$ cat src/rtl/fetch_buffer_pkg.sv
// Shared configuration and types for the fetch buffer.
package fetch_buffer_pkg;

  // Default number of buffered fetches between the fetch sub-units and decode.
  localparam int FETCH_BUFFER_DEPTH = 4;

  // One buffered fetch: the PC is recorded at issue and the instruction at response.
  typedef struct packed {
    logic [31:0] pc;
    logic [31:0] instr;
  } fetch_buffer_entry_t;

endpackage

$ cat src/rtl/fetch_buffer_ptr.sv
// Wrap-bit circular-buffer pointer: increments by one, cleared by flush or reset.
module fetch_buffer_ptr
  import fetch_buffer_pkg::*;
#(
  parameter int W = 3
) (
  input  logic         clk,
  input  logic         rst,
  input  logic         clear,
  input  logic         inc,
  output logic [W-1:0] value
);

  // Pointer register; the MSB is the wrap bit that separates full from empty.
  always_ff @(posedge clk or posedge rst) begin
    if (rst) begin
      value <= '0;
    end else if (clear) begin
      value <= '0;
    end else if (inc) begin
      value <= value + W'(1);
    end
  end

endmodule

$ cat src/rtl/fetch_buffer.sv
// Fetch buffer: pairs in-order sub-unit responses with their issued PCs and
// hands them to decode over a valid/ready handshake.
module fetch_buffer
  import fetch_buffer_pkg::*;
#(
  parameter int DEPTH = FETCH_BUFFER_DEPTH
) (
  input  logic                    clk,
  input  logic                    rst,
  input  logic                    flush,
  input  logic                    req_issue,
  input  logic [31:0]             req_pc,
  input  logic                    rsp_valid,
  input  logic [31:0]             rsp_data,
  output logic                    can_issue,
  output logic                    out_valid,
  output logic [31:0]             out_pc,
  output logic [31:0]             out_instr,
  input  logic                    out_ready,
  output logic [$clog2(DEPTH):0]  outstanding
);

  localparam int IW = $clog2(DEPTH);
  localparam int PW = IW + 1;

  logic [PW-1:0] alloc_ptr;
  logic [PW-1:0] fill_ptr;
  logic [PW-1:0] head_ptr;
  logic [PW-1:0] occupancy;
  logic [PW-1:0] filled;

  logic          issue_en;
  logic          fill_en;
  logic          pop_en;

  fetch_buffer_entry_t entries [DEPTH];

  // A flush cycle ignores every other event; the pointers simply clear.
  assign issue_en = req_issue & ~flush;
  assign fill_en  = rsp_valid & ~flush;
  assign pop_en   = out_valid & out_ready & ~flush;

  // Tail: next slot to receive an issued PC.
  fetch_buffer_ptr #(.W(PW)) u_alloc_ptr (
    .clk   (clk),
    .rst   (rst),
    .clear (flush),
    .inc   (issue_en),
    .value (alloc_ptr)
  );

  // Next slot to receive a response, always between head and alloc.
  fetch_buffer_ptr #(.W(PW)) u_fill_ptr (
    .clk   (clk),
    .rst   (rst),
    .clear (flush),
    .inc   (fill_en),
    .value (fill_ptr)
  );

  // Oldest filled entry presented to decode.
  fetch_buffer_ptr #(.W(PW)) u_head_ptr (
    .clk   (clk),
    .rst   (rst),
    .clear (flush),
    .inc   (pop_en),
    .value (head_ptr)
  );

  // Modular differences at pointer width; the wrap bit keeps full distinct from empty.
  assign occupancy   = alloc_ptr - head_ptr;
  assign filled      = fill_ptr - head_ptr;
  assign outstanding = alloc_ptr - fill_ptr;

  // can_issue depends only on registered pointers, so a same-cycle pop does not free a slot.
  assign can_issue = (occupancy < PW'(DEPTH));
  assign out_valid = (fill_ptr != head_ptr);
  assign out_pc    = entries[head_ptr[IW-1:0]].pc;
  assign out_instr = entries[head_ptr[IW-1:0]].instr;

  // Entry storage: PC written at issue, instruction written at response; reset clears it.
  always_ff @(posedge clk or posedge rst) begin
    if (rst) begin
      for (int i = 0; i < DEPTH; i++) begin
        entries[i] <= '0;
      end
    end else begin
      if (issue_en) begin
        entries[alloc_ptr[IW-1:0]].pc <= req_pc;
      end
      if (fill_en) begin
        entries[fill_ptr[IW-1:0]].instr <= rsp_data;
      end
    end
  end

  // Protocol errors from the fetch sub-units; no recovery logic exists for them.
  a_rsp_without_request : assert property (
    @(posedge clk) disable iff (rst) rsp_valid |-> (outstanding != '0)
  ) else $error("fetch_buffer: response with no outstanding request");

  a_issue_when_full : assert property (
    @(posedge clk) disable iff (rst) req_issue |-> can_issue
  ) else $error("fetch_buffer: request issued while buffer full");

  // Structural invariants: head <= fill <= alloc, never more than DEPTH apart.
  a_occupancy_bound : assert property (
    @(posedge clk) disable iff (rst) occupancy <= PW'(DEPTH)
  ) else $error("fetch_buffer: occupancy exceeds depth");

  a_fill_order : assert property (
    @(posedge clk) disable iff (rst) filled <= occupancy
  ) else $error("fetch_buffer: fill pointer passed alloc pointer");

endmodule

$ cat config.mk
export PLATFORM = sky130hd
export DESIGN_NAME = fetch_buffer
export DESIGN_NICKNAME = d
export VERILOG_FILES = /design/src/rtl/fetch_buffer_pkg.sv /design/src/rtl/fetch_buffer_ptr.sv /design/src/rtl/fetch_buffer.sv
export SDC_FILE = /design/constraint.sdc
export NUM_CORES = 1
export LEC_CHECK = 0
export BUFFER_PORTS_ARGS = -buffer_cell sky130_fd_sc_hd__buf_2
export CORE_MARGIN = 2
export CORE_UTILIZATION = 52
export DETAILED_ROUTE_END_ITERATION = 16
export PLACE_DENSITY = 0.81
export SLEW_MARGIN = 15
export SYNTH_ARGS = -nofsm -noshare
export SYNTH_HDL_FRONTEND = slang
export SYNTH_SLANG_ARGS = --single-unit
$ cat constraint.sdc
create_clock -name clk -period 12.9 [get_ports clk]
set_input_delay 0.645 -clock clk [delete_from_list [all_inputs] [get_ports clk]]
set_output_delay 0.645 -clock clk [all_outputs]
set_load 0.05 [all_outputs]
==> results.sh, run 1 <==
export IMPL_status="finished clean"
export IMPL_worstRegToRegCells=3
export IMPL_pin_count=139
export IMPL_post_route_min_period_ps=3640
export IMPL_finalInstanceArea_mm2=0.0136
export IMPL_crit_required_ps=12260
export IMPL_drt_first_iter_violations=286
export IMPL_place_ws_ps=9710
export IMPL_yosys_warnings=0
export IMPL_critPathKind="register to output pin"
export IMPL_final_nets=911
export IMPL_drt_wl_total_um=23100
export IMPL_synth_top_area_share_pct=55.6
export IMPL_cts_resized_gates=0
export IMPL_via_per_inst=5.65
export IMPL_drive_gt1_share_pct=58.8
export IMPL_final_hold_violation_count=0
export IMPL_grt_usage_pct=19.6
export IMPL_antenna_found_initial=4
export IMPL_synthTopCellsByArea="dfrtp_1, mux2_2, mux4_2"
export IMPL_netlist_area_mm2=0.0119
export IMPL_fin_tns_setup_ps=0
export IMPL_remaining_drc_errors=0
export IMPL_cts_hold_fix_buffers=0
export IMPL_max_vdd_ir_drop_mv=0.148
export IMPL_wl_per_cell_um=20.3
export IMPL_io_buffers=138
export IMPL_synth_nets=781
export IMPL_crit_path_start_kind="register"
export IMPL_clkLatencyLatePin_ps=530
export IMPL_worst_setup_path_end_kind="output pin"
export IMPL_setup_violations=0
export IMPL_critical_path_max_fanout=37
export IMPL_p_per_area_mw_per_mm2=236
export IMPL_syn_area_per_cell_um2=17.1
export IMPL_fin_skew_ps=4.05
export IMPL_area_growth_pct=14.1
export IMPL_cts_tree="built"
export IMPL_post_cts_repair_setup_buffers=0
export IMPL_yosysTopAreaCell="dfrtp_1"
export IMPL_cts_num_sinks=265
export IMPL_critPathMaxStageDelay_ps=850
export IMPL_die_w_um=155
export IMPL_path_clk_slew_ps=60
export IMPL_min_period_over_period_pct=28.2
export IMPL_dpl_instance_area_mm2=0.0126
export IMPL_p_leak_nw=6.26
export IMPL_die_area_mm2=0.0242
export IMPL_first_pass_iters=6
export IMPL_async_flop_share_pct=100
export IMPL_rsz0062_at_grt="no"
export IMPL_synth_ff_latch_count=265
export IMPL_htreeDepth=1
export IMPL_critPathSlowestCell="dfrtp_4"
export IMPL_ys_types=34
export IMPL_ys_seq_area_share_pct=55.6
export IMPL_worst_pin_slew_ps=1130
export IMPL_worstPathArrival_ps=3000
export IMPL_reg2reg_from="u_head_ptr.value[1]"
export IMPL_fp_coreArea_mm2=0.0226
export IMPL_r2r_end="u_head_ptr.value[1]"
export IMPL_fmax_mhz=274
export IMPL_initial_core_util_pct=52.9
export IMPL_overflow=0
export IMPL_slew_headroom_pct=24.5
export IMPL_slew_viol_final=0
export IMPL_hold_path_class="input pin to asynchronous set/reset pin"
export IMPL_finalWorstSetupSlack_ps=9260
export IMPL_synthFlopType="dfrtp_1"
export IMPL_clock_path_buffers=3
export IMPL_hpwl_um=14100
export IMPL_maxCapViolCount=0
export IMPL_cts_root_buf="clkbuf_16"
export IMPL_crit_chain="buf_4 -> mux4_2 -> buf_2"
export IMPL_place_congestion=0.754
export IMPL_die_h_um=155
export IMPL_syn_inst=699
export IMPL_r2r_slack_ps=10690
export IMPL_postRouteAntennaNets=0
export IMPL_dr_total_vias=6425
export IMPL_synth_edf_count=0
export IMPL_grt_max_degree=134
export IMPL_cts_buffers=28
export IMPL_grt_pass1_vias=6988
export IMPL_grt_pass1_wl_um=37800
export IMPL_rows=55
[worst max path at each step]
stage	from	to	slack, ps	cells past startpoint
2_1_floorplan	rst	entries[0]	4960	1
3_3_place_gp	rst	entries[40]	9720	4
3_5_place_dp	rst	entries[233]	9710	4
4_1_cts	u_head_ptr.value[0]	out_instr[22]	9150	3
5_1_grt	u_head_ptr.value[0]	out_instr[22]	9030	3
6_report	u_head_ptr.value[0]	out_instr[22]	9260	3
[layout by cell type, fill, tap and decap left out, types with 3 or more instances in the layout]
master,instances
buf_2,138
buf_4,3
clkbuf_1,6
clkbuf_16,29
clkbuf_8,11
dfrtp_1,263
ha_1,11
inv_1,8
mux2_1,20
mux2_2,236
mux4_2,64
nand2_1,5
nand2_4,8
nor2_1,6
xnor2_1,5
xor2_1,5
[stage by stage]
step / hold slack, ps / total power [mW] / std cells / util [%]
after floorplan: 459 / 2.20 / 699 / -
after global placement: 468 / 2.38 / 1084 / 55.9
after detailed placement: 476 / 2.42 / 1084 / 55.9
after CTS: 343 / 3.26 / 1135 / 60.3
after global routing: 344 / 3.37 / 1136 / 60.3
final: 262 / 3.22 / 1137 / 60.3
[cell usage after synthesis (2+ instances only)]
master / n
dfrtp_1: 265
mux2_2: 236
mux4_2: 64
buf_6: 29
mux2_1: 20
ha_1: 11
buf_2: 9
inv_1: 9
nand2_4: 8
nor2_1: 6
nand2_1: 5
xnor2_1: 5
xor2_1: 5
a31oi_1: 2
and2b_4: 2
mux2i_1: 2
nand2b_1: 2
nand3_1: 2
or3_1: 2
[logic make-up after synthesis]
kind of cell               synth area share [%]
AOI/OAI and AO/OA                         0.482
DFF                                        55.6
muxes                                      36.4
buffers and inverters                      3.52
and+or+nand+nor                            1.80
xor gates and xnor gates                  0.870
adders and majority gates                  1.32
[cell type report]
type | count | area (um^2)
antenna | 2 | 5.00
clock buffer | 46 | 900
clock inverter | 5 | 77.6
fill | 1701 | 8960
inverter | 9 | 41.3
multi-input combinational | 384 | 4880
sequential | 265 | 6640
tap | 285 | 357
timing repair buffer | 141 | 713
[worst max-delay path: cells and delay by family (launching register included)]
kind / cells / cell delay, ps
flops: 1 / 850
mux: 1 / 620
buf+inv: 2 / 950
[report_power, final]
part | switching (mW) | total, mW | internal, mW | leakage (nW)
clock | 0.311 | 0.823 | 0.512 | 0.480
combinational | 0.681 | 1.16 | 0.474 | 2.47
sequential | 0.167 | 1.24 | 1.07 | 3.31
total | 1.16 | 3.22 | 2.06 | 6.26
[routing by layer]
metal  part of all wire, %  vias to the layer above  track usage (%)
met5                 0.048                        -                0
met1                    43                     3385             26.5
li1                      -                     2858                -
met4                   1.9                        2             4.33
met2                    48                      143             32.3
met3                   6.4                       37             5.01
[flip-flops by register name, indices dropped and copies added, names as in the netlist]
signal	count
u_head_ptr.value	3
u_alloc_ptr.value	3
u_fill_ptr.value	3
entries	256
Power figures use the tool's default switching activity.
==> inputs of run 2 (changes only) <==
Clock period 12.9 ns to 3.67 ns, I/O delays scaled along.
==> results.sh, run 2 (synthesis results as in run 1) <==
export IMPL_status="finished clean"
export IMPL_min_period_over_period_pct=75.5
export IMPL_fp_coreArea_mm2=0.0226
export IMPL_hpwl_um=14100
export IMPL_grt_pass1_wl_um=39300
export IMPL_regMostFlops="entries"
export IMPL_drt_wl_total_um=23800
export IMPL_busiest_layer="met2"
export IMPL_final_cells=1212
export IMPL_overflow=0
export IMPL_slew_headroom_pct=36.9
export IMPL_htreeDepth=1
export IMPL_grt_pass1_vias=7396
export IMPL_slew_viol_final=0
export IMPL_final_cell_mix="dfrtp_1, mux2_2, buf_2, dlygate4sd3_1, mux4_2"
export IMPL_grt_usage_pct=20.2
export IMPL_crit_chain="buf_4 -> mux4_2 -> buf_2"
export IMPL_critPathMaxStageDelay_ps=900
export IMPL_cts_root_buf="clkbuf_16"
export IMPL_cts_resized_gates=0
export IMPL_cts_hold_fix_buffers=70
export IMPL_crit_required_ps=3490
export IMPL_placed_cells=1090
export IMPL_grtUsageMet2_pct=35.0
export IMPL_pin_count=139
export IMPL_antennaDiodeCount=0
export IMPL_cts_num_sinks=265
export IMPL_rsz0062_at_grt="no"
export IMPL_post_cts_repair_setup_buffers=0
export IMPL_p_leak_nw=6.58
export IMPL_setup_violations=0
export IMPL_io_buffers=138
export IMPL_clkLatencyLatePin_ps=530
export IMPL_wl_per_cell_um=19.6
export IMPL_fmax_mhz=361
export IMPL_max_vdd_ir_drop_mv=0.614
export IMPL_die_area_mm2=0.0242
export IMPL_maxCapViolCount=0
export IMPL_regArea_mm2=0.00664
export IMPL_path_clk_slew_ps=60
export IMPL_multi_input_area_mm2=0.00488
export IMPL_hold_path_class="input pin to register"
export IMPL_cts_buffers=29
export IMPL_place_congestion=0.712
export IMPL_finalInstanceArea_mm2=0.0144
export IMPL_dr_total_vias=6757
export IMPL_first_pass_iters=4
export IMPL_largest_reg_flops=256
export IMPL_nFillCells=1634
export IMPL_use_met1_pct=26.8
export IMPL_final_common_cell="dfrtp_1"
export IMPL_clock_path_buffers=3
export IMPL_area_growth_pct=20.3
export IMPL_critical_path_max_fanout=34
export IMPL_initial_core_util_pct=52.9
export IMPL_critPathKind="register to output pin"
export IMPL_drt_first_iter_violations=224
export IMPL_post_route_min_period_ps=2770
export IMPL_final_nets=988
export IMPL_postRouteAntennaNets=0
export IMPL_die_w_um=155
export IMPL_globalRouteMet3Util_pct=4.29
export IMPL_worst_setup_path_end_kind="output pin"
export IMPL_crit_path_start_kind="register"
export IMPL_final_hold_violation_count=0
export IMPL_antenna_found_initial=0
export IMPL_grt_max_degree=78
export IMPL_drive_gt1_share_pct=54.3
export IMPL_p_per_area_mw_per_mm2=791
export IMPL_fin_skew_ps=8.95
export IMPL_worstPathArrival_ps=2590
export IMPL_worst_pin_slew_ps=945
export IMPL_dpl_instance_area_mm2=0.0127
export IMPL_critPathSlowestCell="dfrtp_4"
export IMPL_cts_tree="built"
export IMPL_rows=55
export IMPL_remaining_drc_errors=0
export IMPL_via_per_inst=5.58
export IMPL_die_h_um=155
-- run 2: worst paths after layout --
kind	startpoint	slack, ps	cells past startpoint	end
hold reg to reg	entries[41]	490	1	entries[41]
setup / recovery	u_head_ptr.value[0]	900	3	out_instr[17]
min in group asynchronous	rst	410	3	entries[207]
setup reg to reg	u_head_ptr.value[1]	1730	3	u_head_ptr.value[1]
max in group asynchronous	rst	2330	4	entries[253]
hold / removal	out_ready	30	3	u_head_ptr.value[1]
-- run 2: area by class of cell --
cell class | count | area share [%]
sequential | 265 | 46.3
multi-input combinational | 384 | 34.0
timing repair buffer | 217 | 10.4
clock buffer | 46 | 5.99
tap | 285 | 2.48
clock inverter | 6 | 0.584
inverter | 9 | 0.262
-- run 2: metrics by stage --
step / total power, mW / utilization (%) / hold WS, ps / setup slack (ps) / setup TNS, ps
2_1_floorplan: 7.73 / - / 315 / -11.0 / -2920
3_3_place_gp: 8.39 / 56.3 / 433 / 1450 / 0
3_5_place_dp: 8.51 / 56.3 / 440 / 1430 / 0
4_1_cts: 11.5 / 63.6 / 2.62 / 829 / 0
5_1_grt: 11.9 / 63.6 / 28.1 / 695 / 0
6_report: 11.3 / 63.6 / 27.1 / 897 / 0
-- run 2: report_power, final --
| group | total [mW] | internal (mW) | switching, mW |
|---|---|---|---|
| clock network | 2.84 | 1.73 | 1.11 |
| logic | 4.17 | 1.74 | 2.43 |
| registers | 4.34 | 3.77 | 0.569 |
-- run 2: worst max-delay path: cells and delay by family, from the launching register on --
| kind | cells | cell delay (ps) |
|---|---|---|
| flip-flops | 1 | 900 |
| buffers and inverters | 2 | 600 |
| multiplexers | 1 | 560 |
-- run 2: per-layer routing --
layer | part of all wire [%] | vias to the layer above
li1 | - | 3010
met2 | 50 | 139
met3 | 4.7 | 33
met1 | 43 | 3575
met5 | 0 | -
met4 | 1.7 | 0
==> inputs of run 3 (changes only) <==
Clock period 3.67 ns to 2.8 ns, I/O delays scaled along.
==> results.sh, run 3 (synthesis results as in run 1) <==
export IMPL_status="finished clean"
export IMPL_nFillCells=1599
export IMPL_path_clk_slew_ps=60
export IMPL_antennaDiodeCount=0
export IMPL_cts_tree="built"
export IMPL_worst_setup_path_end_kind="output pin"
export IMPL_final_cell_mix="dfrtp_1, mux2_2, buf_2, dlygate4sd3_1, mux4_2"
export IMPL_slew_viol_final=0
export IMPL_fp_coreArea_mm2=0.0226
export IMPL_drt_wl_total_um=23800
export IMPL_min_period_over_period_pct=88.1
export IMPL_cts_root_buf="clkbuf_16"
export IMPL_rows=55
export IMPL_place_congestion=0.738
export IMPL_die_w_um=155
export IMPL_overflow=0
export IMPL_final_nets=992
export IMPL_grt_usage_pct=20.5
export IMPL_wl_per_cell_um=19.6
export IMPL_critical_path_max_fanout=23
export IMPL_pin_count=139
export IMPL_first_pass_iters=4
export IMPL_crit_chain="buf_4 -> mux4_2 -> buf_2"
export IMPL_reg2reg_from="u_head_ptr.value[1]"
export IMPL_critPathMaxStageDelay_ps=680
export IMPL_cts_num_sinks=265
export IMPL_antenna_found_initial=0
export IMPL_initial_core_util_pct=52.9
export IMPL_clock_path_buffers=3
export IMPL_final_common_cell="dfrtp_1"
export IMPL_post_route_min_period_ps=2470
export IMPL_grt_pass1_vias=7435
export IMPL_startpoint="u_head_ptr.value[1]"
export IMPL_critPathSlowestCell="dfrtp_4"
export IMPL_fin_tns_setup_ps=0
export IMPL_p_leak_nw=6.59
export IMPL_regMostFlops="entries"
export IMPL_via_per_inst=5.59
export IMPL_remaining_drc_errors=0
export IMPL_largest_reg_flops=256
export IMPL_hpwl_um=14400
export IMPL_fin_skew_ps=13.6
export IMPL_clkLatencyLatePin_ps=530
export IMPL_p_per_area_mw_per_mm2=1020
export IMPL_worstRegToRegCells=5
export IMPL_cts_buffers=28
export IMPL_crit_required_ps=2660
export IMPL_critPathKind="register to output pin"
export IMPL_htreeDepth=1
export IMPL_slew_headroom_pct=43.1
export IMPL_crit_path_start_kind="register"
export IMPL_drive_gt1_share_pct=54.3
export IMPL_maxCapViolCount=0
export IMPL_rsz0062_at_grt="no"
export IMPL_fmax_mhz=405
export IMPL_hold_path_class="input pin to asynchronous set/reset pin"
export IMPL_die_area_mm2=0.0242
export IMPL_io_buffers=138
export IMPL_grt_max_degree=40
export IMPL_cts_resized_gates=0
export IMPL_die_h_um=155
export IMPL_final_hold_violation_count=0
export IMPL_grt_pass1_wl_um=39500
export IMPL_area_growth_pct=20.5
export IMPL_max_vdd_ir_drop_mv=0.756
export IMPL_postRouteAntennaNets=0
export IMPL_whs_ps=325
export IMPL_setup_violations=0
export IMPL_worst_pin_slew_ps=851
export IMPL_worstPathArrival_ps=2330
export IMPL_dr_total_vias=6775
export IMPL_drt_first_iter_violations=229
==> run 3: cell types whose count changed in the layout (fill, tap and decap cells not counted), sizes merged <==
cell,previous run,this run
buf,147,152
clkbuf,46,42
bufinv,2,1
clkinv,4,5
==> run 3: path summary, 6_finish.rpt <==
path	slack, ps	endpoint
hold reg to reg	490	entries[166]
hold / removal	320	entries[213]
min in group clk	410	entries[247]
setup reg to reg	910	u_head_ptr.value[2]
setup / recovery	330	out_instr[29]
max in group asynchronous	1710	entries[158]
==> run 3: critical path: cells and delay by family, from the launching register on <==
kind	cells	cell delay (ps)
DFF	1	680
muxes	1	540
buffers and inverters	2	560
==> run 3: routing by layer <==
metal  GRT usage (%)  share of wire, %  up-vias
li1                -                 -     3017
met1            26.4                42     3586
met2            36.1                51      143
met3            4.37               5.3       29
met4            4.19               1.7        0
met5               0                 0        -
==> run 3: area by class of cell <==
class	instances	area, um^2	share of cell area [%]
Inverter	9	37.5	0.261
Sequential cell	265	6640	46.2
Clock inverter	6	55.1	0.383
Clock buffer	42	805	5.59
Tap cell	285	357	2.48
Timing Repair Buffer	222	1610	11.2
Multi-Input combinational cell	384	4880	33.9
==> run 3: report_power, final <==
group	switching [mW]	internal (mW)	leakage, nW
registers	0.622	4.94	3.31
clock network	1.43	2.06	0.424
logic	3.30	2.32	2.85
==> run 3: what timing repair did <==
| action | in CTS | in global routing |
|---|---|---|
| endpoints found under the hold margin | 285 | 0 |
| hold buffers | 70 | 0 |
| buffers inserted | 0 | 0 |
==> run 3: metrics by stage <==
| step | power (mW) | setup slack (ps) | utilization (%) | cells | area [um^2] |
|---|---|---|---|---|---|
| finish | 14.7 | 332 | 63.7 | 1213 | 14400 |
| floorplan | 10.1 | -838 | - | 699 | 11900 |
| global route | 15.4 | 220 | 63.7 | 1213 | 14400 |
| global placement | 11.0 | 908 | 56.8 | 1095 | 12800 |
| detailed placement | 11.2 | 878 | 56.8 | 1095 | 12800 |
| CTS | 14.8 | 301 | 63.7 | 1213 | 14400 |
